### src/rtl/shift_right_seq.sv
// Multi-cycle right shifter (SRL/SRA) for the EX stage: one bit position per clock,
// start/busy/done handshake so the hazard unit can stall the front of the pipe.
module shift_right_seq #(
    parameter int WIDTH   = 32,
    parameter int SHAMT_W = 5
) (
    input  logic               clk,
    input  logic               reset,
    input  logic               start,
    input  logic               arith,
    input  logic [WIDTH-1:0]   data_in,
    input  logic [SHAMT_W-1:0] shamt,
    output logic               busy,
    output logic               done,
    output logic [WIDTH-1:0]   data_out
);

    typedef enum logic [1:0] {
        IDLE,
        SHIFT,
        DONE
    } state_t;

    state_t             state;
    state_t             state_nxt;
    logic [WIDTH-1:0]   work;
    logic [SHAMT_W-1:0] count;
    logic               arith_q;
    logic               sign_q;

    // NOTE: every output of a combinational block gets a default first, so no path
    // through the case statement can leave it unassigned and infer a latch.
    always_comb begin
        state_nxt = state;
        case (state)
            IDLE:    if (start) state_nxt = SHIFT;
            SHIFT:   if (count == '0) state_nxt = DONE;
            DONE:    state_nxt = IDLE;
            default: state_nxt = IDLE;
        endcase
    end

    // NOTE: sequential state uses non-blocking assignments so every register
    // samples the pre-edge values, independent of statement order.
    always_ff @(posedge clk) begin
        if (reset) begin
            state    <= IDLE;
            work     <= '0;
            count    <= '0;
            arith_q  <= 1'b0;
            sign_q   <= 1'b0;
            data_out <= '0;
            done     <= 1'b0;
        end else begin
            state <= state_nxt;
            done  <= 1'b0;
            case (state)
                IDLE: begin
                    if (start) begin
                        work    <= data_in;
                        count   <= shamt;
                        arith_q <= arith;
                        sign_q  <= data_in[WIDTH-1];
                    end
                end
                SHIFT: begin
                    if (count != '0) begin
                        // Vacated MSB is sign fill only for arithmetic shifts.
                        work  <= {arith_q & sign_q, work[WIDTH-1:1]};
                        count <= count - 1'b1;
                    end else begin
                        data_out <= work;
                        done     <= 1'b1;
                    end
                end
                default: ;
            endcase
        end
    end

    // Decoded straight from the state register, so busy has no input-to-output path.
    assign busy = (state != IDLE);

endmodule

### config.mk
export PLATFORM = sky130hd
export DESIGN_NAME = shift_right_seq
export DESIGN_NICKNAME = d
export VERILOG_FILES = /design/src/rtl/shift_right_seq.sv
export SDC_FILE = /design/constraint.sdc
export NUM_CORES = 1
export LEC_CHECK = 0
export ABC_AREA = 1
export BUFFER_PORTS_ARGS = -buffer_cell sky130_fd_sc_hd__buf_2
export CORE_UTILIZATION = 30
export DETAILED_ROUTE_END_ITERATION = 16
export SYNTH_ARGS = -nofsm -noshare
export SYNTH_HDL_FRONTEND = slang
export SYNTH_SLANG_ARGS = --single-unit
### constraint.sdc
create_clock -name clk -period 2.28 [get_ports clk]
set_clock_uncertainty 0.05 [all_clocks]
set_input_delay 0.228 -clock clk [delete_from_list [all_inputs] [get_ports clk]]
set_output_delay 0.228 -clock clk [all_outputs]
set_load 0.01 [all_outputs]
== Word level (Yosys, flattened, before mapping) ==
Index checks and enable logic that the tools add are counted.

* Bits of input ports: 41
* Output and inout bits: 34
* Flip-flop bits (word level): 74

* Mux-type cells: 10
* Bitwise operators: 3
* Add/sub/neg operators: 1
* Equality and inequality tests: 4
* Reductions and logical operators: 10

{| class="wikitable"
|+ Operator list
! operator !! count
|-
| two-way mux 32 bit || 2
|-
| case mux 32 bit (2 select lines) || 1
|-
| two-way mux 5 bit || 2
|-
| case mux 5 bit (2 select lines) || 1
|-
| != test 2 bit, second input constant || 3
|-
| AND reduction 2 bit || 3
|-
| logical NOT 5 bit || 1
|-
| nonzero test 5 bit || 1
|-
| subtractor 5 x 1 -> 5 bit, second input constant || 1
|-
| two-way mux 2 bit || 2
|-
| case mux 2 bit (2 select lines) || 1
|-
| nonzero test 2 bit || 2
|-
| AND reduction 3 bit || 1
|-
| == test 2 x 1 -> 1 bit, second input constant || 1
|-
| logical NOT 2 bit || 1
|-
| NOT 1 bit || 2
|-
| OR reduction 2 bit || 1
|-
| bitwise AND 1 bit || 1
|-
| two-way mux 1 bit || 1
|}

== Depth between registers and ports, before layout ==
Gate-level depths: netlist of run 1.

* Depth in word-level cells: 3
* Depth in mapped cells: 9
* Gate-level depth less buffers: 9

== Worst setup path after synthesis of run 1 ==
Ideal clock, no wire load.

* Path type: register to register
* Start point: reg count[0]
* End point: reg work[10]
* Stages on the path, launching flop included: 9
* Setup slack: 0.843 ns
* Setup time: 0.058 ns
* Buffers on the path: 1
* Data arrival time: 1.329 ns
* Cells stage by stage: dfxtp_1 -> inv_1 -> ha_1 -> nand3_2 -> nand2_4 -> a21oi_4 -> buf_2 -> nand2_1 -> nand2_1

* Longest elaborated chain between the ends: 3

{| class="wikitable"
|+ RTL lines
! what !! RTL line !! text
|-
| start, declared || 27 || <nowiki>logic [SHAMT_W-1:0] count;</nowiki>
|-
| start signal, assigned || 61 || <nowiki>count <= shamt;</nowiki>
|-
| start signal, assigned || 70 || <nowiki>count <= count - 1'b1;</nowiki>
|-
| nonzero test 5 bit || 67 || <nowiki>if (count != '0) begin</nowiki>
|-
| != test 2 bit (no line) || - ||
|-
| AND reduction 3 bit (no line) || - ||
|-
| end signal, assigned || 60 || <nowiki>work <= data_in;</nowiki>
|-
| end signal, assigned || 69 || <nowiki>work <= {arith_q & sign_q, work[WIDTH-1:1]};</nowiki>
|-
| end, declared || 26 || <nowiki>logic [WIDTH-1:0] work;</nowiki>
|}

Every way passes these cells.
A chain may end at the register's enable or synchronous reset.

== Worst setup path in the final report of run 1 ==
* Start point: reg count[0]
* End point: reg data_out[1]

* Longest elaborated chain between the ends: 3

{| class="wikitable"
|+ RTL lines
! what !! RTL line !! text
|-
| nonzero test 5 bit || 67 ||
|-
| NOT 1 bit (no line) || - ||
|-
| AND reduction 2 bit (no line) || - ||
|-
| end signal, assigned || 72 || <nowiki>data_out <= work;</nowiki>
|-
| end, declared || 15 || <nowiki>output logic [WIDTH-1:0] data_out</nowiki>
|}

Every way passes these cells.

==> results of run 1 <==
[worst max-delay path, delay by kind of cell, from the launching register on]
kind                       cells  cell delay [ns]
AOI/OAI and AO/OA              1             0.12
adders and majority gates      1             0.27
buffers and inverters          3             0.45
DFF                            1             0.32
and+or+nand+nor                2             0.41
[metrics by stage]
stage | instances | area [um2]
global placement | 608 | 3540
global route | 624 | 3760
detailed placement | 608 | 3540
CTS | 624 | 3760
floorplan | 418 | 3100
finish | 624 | 3760
[placed cells by master, fill, tap and decap left out, types with 2 or more instances in the layout]
cell type | synthesis | final
sky130_fd_sc_hd__nand3_1 | 35 | 35
sky130_fd_sc_hd__buf_4 | 1 | 4
sky130_fd_sc_hd__buf_2 | 4 | 74
sky130_fd_sc_hd__o21ai_2 | 10 | 10
sky130_fd_sc_hd__clkbuf_8 | 0 | 10
sky130_fd_sc_hd__o21ai_1 | 19 | 19
sky130_fd_sc_hd__inv_1 | 39 | 39
sky130_fd_sc_hd__nand2_1 | 157 | 157
sky130_fd_sc_hd__o21ai_0 | 39 | 39
sky130_fd_sc_hd__dfxtp_1 | 74 | 74
sky130_fd_sc_hd__nor2_1 | 7 | 7
sky130_fd_sc_hd__inv_2 | 4 | 4
sky130_fd_sc_hd__nand2_4 | 2 | 2
sky130_fd_sc_hd__bufinv_16 | 0 | 2
sky130_fd_sc_hd__clkinv_2 | 0 | 2
[power by group]
group	internal, mW	total [mW]	switching (mW)
clock	0.643	1.12	0.475
combinational	0.203	0.602	0.399
sequential	1.42	1.49	0.0681
total	2.26	3.21	0.942
[logic make-up after synthesis]
kind of cell	Yosys count
AO/OA/AOI/OAI	69
buffers and inverters	65
flip-flops	74
XOR/XNOR	1
adder cells (fa/ha/maj)	1
AND/OR/NAND/NOR	208
[final cells by class]
class                   instances  area (um2)  share of cell area, %
well taps                     133         166                   4.42
repair buffers                 79         420                   11.2
multi-input cells             279        1310                   34.9
flip-flops and latches         74        1480                   39.4
clock buffers                  11         141                   3.76
clock inverters                 5        77.6                   2.06
inverters                      43         161                   4.29
[synthesized netlist by cell type]
master,count
sky130_fd_sc_hd__dfxtp_1,74
sky130_fd_sc_hd__a21oi_4,1
sky130_fd_sc_hd__nor2_2,1
sky130_fd_sc_hd__nand2_2,1
sky130_fd_sc_hd__inv_1,39
sky130_fd_sc_hd__buf_8,3
sky130_fd_sc_hd__nor2_4,1
sky130_fd_sc_hd__buf_4,1
sky130_fd_sc_hd__nand2_4,2
sky130_fd_sc_hd__nor2_8,1
sky130_fd_sc_hd__nand4_2,1
sky130_fd_sc_hd__nand3_1,35
sky130_fd_sc_hd__nand2_1,157
sky130_fd_sc_hd__xnor2_1,1
sky130_fd_sc_hd__nor2_1,7
sky130_fd_sc_hd__buf_1,1
sky130_fd_sc_hd__nand3_4,1
sky130_fd_sc_hd__ha_1,1
sky130_fd_sc_hd__buf_2,4
sky130_fd_sc_hd__nand3_2,1
sky130_fd_sc_hd__o21ai_0,39
sky130_fd_sc_hd__inv_2,4
sky130_fd_sc_hd__buf_6,3
sky130_fd_sc_hd__o21ai_1,19
sky130_fd_sc_hd__o21ai_2,10
sky130_fd_sc_hd__clkbuf_1,10
[path summary, 6_finish.rpt]
check,startpoint,endpoint,slack [ns],depth (start not counted)
worst max-delay path,count[0]$_SDFFE_PP0P_,data_out[1]$_SDFFE_PP0P_,0.59,7
worst max register to register,count[0]$_SDFFE_PP0P_,data_out[1]$_SDFFE_PP0P_,0.59,7
worst min register to register,work[7]$_SDFFE_PP0P_,work[7]$_SDFFE_PP0P_,0.40,2
worst min-delay path,arith,arith_q$_SDFFE_PP0P_,0.09,3
[state kept, by name, indices dropped and copies added (netlist names)]
register,count
data_out,32
work,32
count,5
state,2
arith_q,1
done,1
sign_q,1
[layer usage]
metal	track usage, %	vias to the layer above	routed length [um]
li1	-	1443	-
met3	3.08	13	283
met1	16.2	1186	3220
met5	0	-	0
met4	6.43	0	132
met2	24.0	54	3200
==> parameters.txt, run 1 <==
Parameter                              Value

STA
  Count of final setup violators    0
  RSZ-0062 raised after global routing    false
  Final period util    between 70% and 80%
  Setup TNS    0 ns
  Final setup margin    0.588 ns
  Slew HR    38.3%
  Max Clock Freq    591 MHz
  Worst hold margin    0.0943 ns
  Worst slew pin tran    0.925 ns
  Count of pins over their slew limit    0
  Hold Fails Final Rpt    0
  Clock period minus worst slack    1.69 ns

Logic synthesis
  Net count of the mapped netlist    460
  Synthesized-area fraction occupied by adder cells    less than 1%
  Count of cell types in the netlist    26
  Synthesized area divided by synthesized cell count    around 7.4 um2
  Yosys synthesis warning count    0
  Gate count of the mapped netlist    418
  Synth Area in Compound Gates    12.7%
  Top post-synthesis cells by area    sky130_fd_sc_hd__dfxtp_1, sky130_fd_sc_hd__nand2_1, sky130_fd_sc_hd__o21ai_0
  Post-synthesis instance area    3100 um2
  Fraction of the mapped netlist area in simple logic gates    28.9%
  Share of the synthesized area in the top cell type    47.7%
  Post-synthesis xor/xnor area fraction    0.282%
  Largest family of logic cells by synthesized area    simple AND/OR/NAND/NOR gates
  #FFs+latches synth    74
  Library cell with the largest summed area after synthesis    sky130_fd_sc_hd__dfxtp_1
  Mux cell area share after synthesis    0%
  Part of the Yosys area used for sequential elements    47.7%

Clock network
  Num CTS Buffers    9
  CTS tree    yes
  Max H-tree Level    3
  Quantity of gates resized following cts    0
  Clock latency on the worst-skew pair    around 0.35 ns
  Clock-pin slew on the worst setup and hold paths    0.07 ns
  CTS sink cnt    74
  Post-CTS Setup Bufs    0
  CTS Root Cell    sky130_fd_sc_hd__clkbuf_8
  Maximum buffer depth of the clock tree    2
  Cts-stage hold buffer count    0

Detailed routing
  First-pass iteration count of the detailed router    4
  Wire length per cell after detailed routing    11.0 um
  Total wire length    6840 um
  DRC marker count from the first detailed-route iteration    92
  DR vias    2696
  Post-route DRC violation count    0
  Via count normalized by instance count    4.32
  Remaining antenna violation count after routing    0

Die
  Number of cell rows    36
  Die boundary height    104 um
  Initial standard-cell utilization of the core    a little under a third
  Area of the core region    9910 um2
  Ports    75
  Die footprint    10800 um2
  Chip width    104 um

Final layout
  Layout-stage area growth over the synthesis result    21.2%
  Final core utilization    38.0%
  Layout Nets    between 500 and 600
  Fill cell instance count of the final layout    around 1.1k
  Share of cells above drive strength 1    24.0%
  Final antenna diode count    0

Placed design
  # port buffers    74
  Total half-perimeter wirelength after legalization and detailed placement    4640 um
  Pre-CTS setup slack    0.575 ns
  Weighted congestion reported at the end of routability-driven placement    slightly above 0.7

Pwr
  Max rail drop VDD    0.000315 V
  Total Power    around 3.2 mW
  Pwr dens    852 nW/um2
  Reported leakage power    1.83 nW

Worst hold path
  Hold Crit Class    in2reg

Worst setup path
  Critical-path top delay cell    sky130_fd_sc_hd__dfxtp_1
  Largest fanout on the critical path    19
  Type of the setup path with the least slack    reg2reg
  Critical Path AT    1.92 ns
  Critical Path End Type    flip-flop
  Crit path cell chain    inv_1 > ha_1 > nand4_2 > inv_2 > nand2_2 > buf_12 > o21ai_0
  Startpoint Class    flip-flop
  Largest stage delay on the critical path    0.32 ns
  Endpoint required time on the critical path    2.50 ns

Global routing
  Wire length of the first global-routing pass    12100 um
  Global Route Usage Sum    between 10% and 20%
  Maximum number of pins on one net before global-route repair    72
  Final global-route overflow total    0
  Initial antenna violation count    0
  Number of global-route vias before repair    between 2k and 3k

Run status
  Status    finished, final reports clean

Run
  Reported max-cap violation count    0
No activity file was read; power rests on OpenSTA's default activity.
==> run 2, diff against run 1 <==
==> constraint.sdc (replaced) <==
create_clock -name clk -period 1.7 [get_ports clk]
set_clock_uncertainty 0.05 [all_clocks]
set_input_delay 0.17 -clock clk [delete_from_list [all_inputs] [get_ports clk]]
set_output_delay 0.17 -clock clk [all_outputs]
set_load 0.01 [all_outputs]
==> run 2 against run 1 <==
  * Core utilization is 1.7 points higher
  * Routed wire length is 7.9% higher
  * Hold slack worse by 0.055 ns
  * Critical endpoint is now work[23]$_SDFFE_PP0P_
  * Largest cell class unchanged
  * Largest power group unchanged
==> parameters.txt, run 2 (synthesized netlist as in run 1, its figures left out) <==
Parameter                              Value

Run status
  Status    finished, final reports clean

Global routing
  Global Route met3 Usage    3.71%
  Wire length of the first global-routing pass    12500 um
  Global Route met1 Usage    approximately 18%
  Number of global-route vias before repair    2655
  Final global-route overflow total    0
  Met2 track utilization from global routing    24.4%
  Maximum number of pins on one net before global-route repair    40
  Global routing's busiest layer    met2
  Global Route Usage Sum    between 10% and 20%
  Initial antenna violation count    0

STA
  Count of final setup violators    0
  Max Clock Freq    627 MHz
  Hold Fails Final Rpt    0
  Worst slew pin tran    between 0.3 and 0.4 ns
  Setup TNS    0 ns
  Slew HR    77.1%
  Final setup margin    0.104 ns
  Clock period minus worst slack    1.60 ns
  Count of pins over their slew limit    0
  Final period util    93.9%

Die
  Initial standard-cell utilization of the core    between 30 and 40%
  Ports    75
  Area of the core region    9910 um2
  Chip width    a little over 100 um
  Die footprint    10800 um2
  Number of cell rows    36
  Die boundary height    between 100 and 150 um

Placed design
  Pre-CTS setup slack    -0.0419 ns
  Total half-perimeter wirelength after legalization and detailed placement    between 4000 and 5000 um
  # port buffers    between 70 and 80
  Placed cell area    between 3000 and 4000 um2
  Placed cell count    615
  Weighted congestion reported at the end of routability-driven placement    0.757

Detailed routing
  Remaining antenna violation count after routing    0
  Wire length per cell after detailed routing    about 12 um
  Post-route DRC violation count    0
  Total wire length    7370 um
  Via count normalized by instance count    4.38
  First-pass iteration count of the detailed router    4
  DRC marker count from the first detailed-route iteration    ~140
  DR vias    2787

Worst setup path
  Type of the setup path with the least slack    reg2reg
  Largest fanout on the critical path    14
  Critical Path End Type    flip-flop
  Critical Path AT    1.84 ns
  Endpoint required time on the critical path    between 1.5 and 2 ns
  Startpoint Class    flip-flop

Pwr
  Reported leakage power    1.90 nW
  Fraction of power consumed by sequential logic    43.6%
  Internal power    ~3.2 mW
  Max rail drop VDD    0.000382 V
  Share of power burned in the clock network    35.6%
  Switching component of the power    between 1 and 1.5 mW
  Switching share of power    between 20% and 30%
  Pwr dens    ~1200 nW/um2
  Combinational share of power    between 20% and 30%

Clock network
  CTS sink cnt    74
  Max H-tree Level    3
  Clock-pin slew on the worst setup and hold paths    0.08 ns
  CTS Root Cell    sky130_fd_sc_hd__clkbuf_8
  Maximum buffer depth of the clock tree    2
  Cts-stage hold buffer count    0
  CTS tree    yes
  Num CTS Buffers    9
  Clock latency on the worst-skew pair    between 0.3 and 0.4 ns

Final layout
  Number of standard cells in the final layout excluding fillers    637
  Fill cell instance count of the final layout    between 1k and 1.5k
  Layout Nets    541
  Final non-filler cell area    roughly 3900 um2
  Final antenna diode count    0
  Leading cell types in the layout, fill and taps excluded    sky130_fd_sc_hd__nand2_1, sky130_fd_sc_hd__dfxtp_1, sky130_fd_sc_hd__buf_2, sky130_fd_sc_hd__inv_1, sky130_fd_sc_hd__o21ai_0
  Regs by FF count    data_out (32), work (32), count (5)
  Most common cell after layout, fill and taps aside    sky130_fd_sc_hd__nand2_1
  Footprint of the multi-input gates    ~1300 um2
  Layout-stage area growth over the synthesis result    26.6%
  Flip-flop and latch area    1480 um2
  Share of cells above drive strength 1    26.0%

Run
  Reported max-cap violation count    0

Worst hold path
  Hold Crit Class    in2reg
[run 2: metal layers]
layer  wire (um)  share of wire, %
met1        3420                46
met2        3560                48
met3         295               4.0
met4         100               1.4
met5           0                 0
[run 2: layout make-up]
class	instances	area share (%)
multi-input cells	280	34.2
inverters	43	4.11
well taps	133	4.24
clock buffers	11	3.35
flip-flops and latches	74	37.7
clock inverters	5	2.61
repair buffers	91	13.7
[run 2: critical path: stages, from the launching register on]
cell and delay, ns:
sky130_fd_sc_hd__dfxtp_1 0.32, sky130_fd_sc_hd__inv_1 0.13, sky130_fd_sc_hd__ha_4 0.18, sky130_fd_sc_hd__buf_4 0.12, sky130_fd_sc_hd__nand3_2 0.10, sky130_fd_sc_hd__nand2_4 0.12
sky130_fd_sc_hd__nand2_4 0.09, sky130_fd_sc_hd__nor2_8 0.16, sky130_fd_sc_hd__buf_12 0.15, sky130_fd_sc_hd__nand2_1 0.05, sky130_fd_sc_hd__nand2_1 0.07
[run 2: power by group through the flow]
| stage | Sequential [mW] | Combinational [mW] | Clock (mW) |
|---|---|---|---|
| CTS | 1.99 | 0.914 | 1.67 |
| global placement | 2.03 | 0.856 | 0 |
| global route | 2.01 | 1.08 | 1.76 |
| detailed placement | 2.03 | 0.868 | 0 |
| floorplan | 2.03 | 0.625 | 0 |
| finish | 1.99 | 0.948 | 1.63 |
[run 2: timing repair]
item / CTS / global route
setup endpoints to repair: 38 / 40
setup buffers: 3 / 2
pin swaps: 1 / 1
cloned: 1 / 0
resized for setup: 1 / 3
[run 2: path summary, 6_finish.rpt]
kind,from,endpoint,slack [ns],cells past startpoint
setup reg to reg,count[0]$_SDFFE_PP0P_,work[23]$_SDFFE_PP0P_,0.10,10
setup / recovery,count[0]$_SDFFE_PP0P_,work[23]$_SDFFE_PP0P_,0.10,10
hold reg to reg,work[3]$_SDFFE_PP0P_,work[3]$_SDFFE_PP0P_,0.40,2
hold / removal,arith,arith_q$_SDFFE_PP0P_,0.04,3
[run 2: stage by stage]
stage | utilization [%] | hold slack [ns] | power (mW)
global route | 39.6 | 0.0613 | 4.86
global placement | 36.3 | 0.387 | 2.88
CTS | 39.1 | 0.0209 | 4.58
finish | 39.6 | 0.0395 | 4.57
detailed placement | 36.3 | 0.389 | 2.90
floorplan | - | 0.284 | 2.65
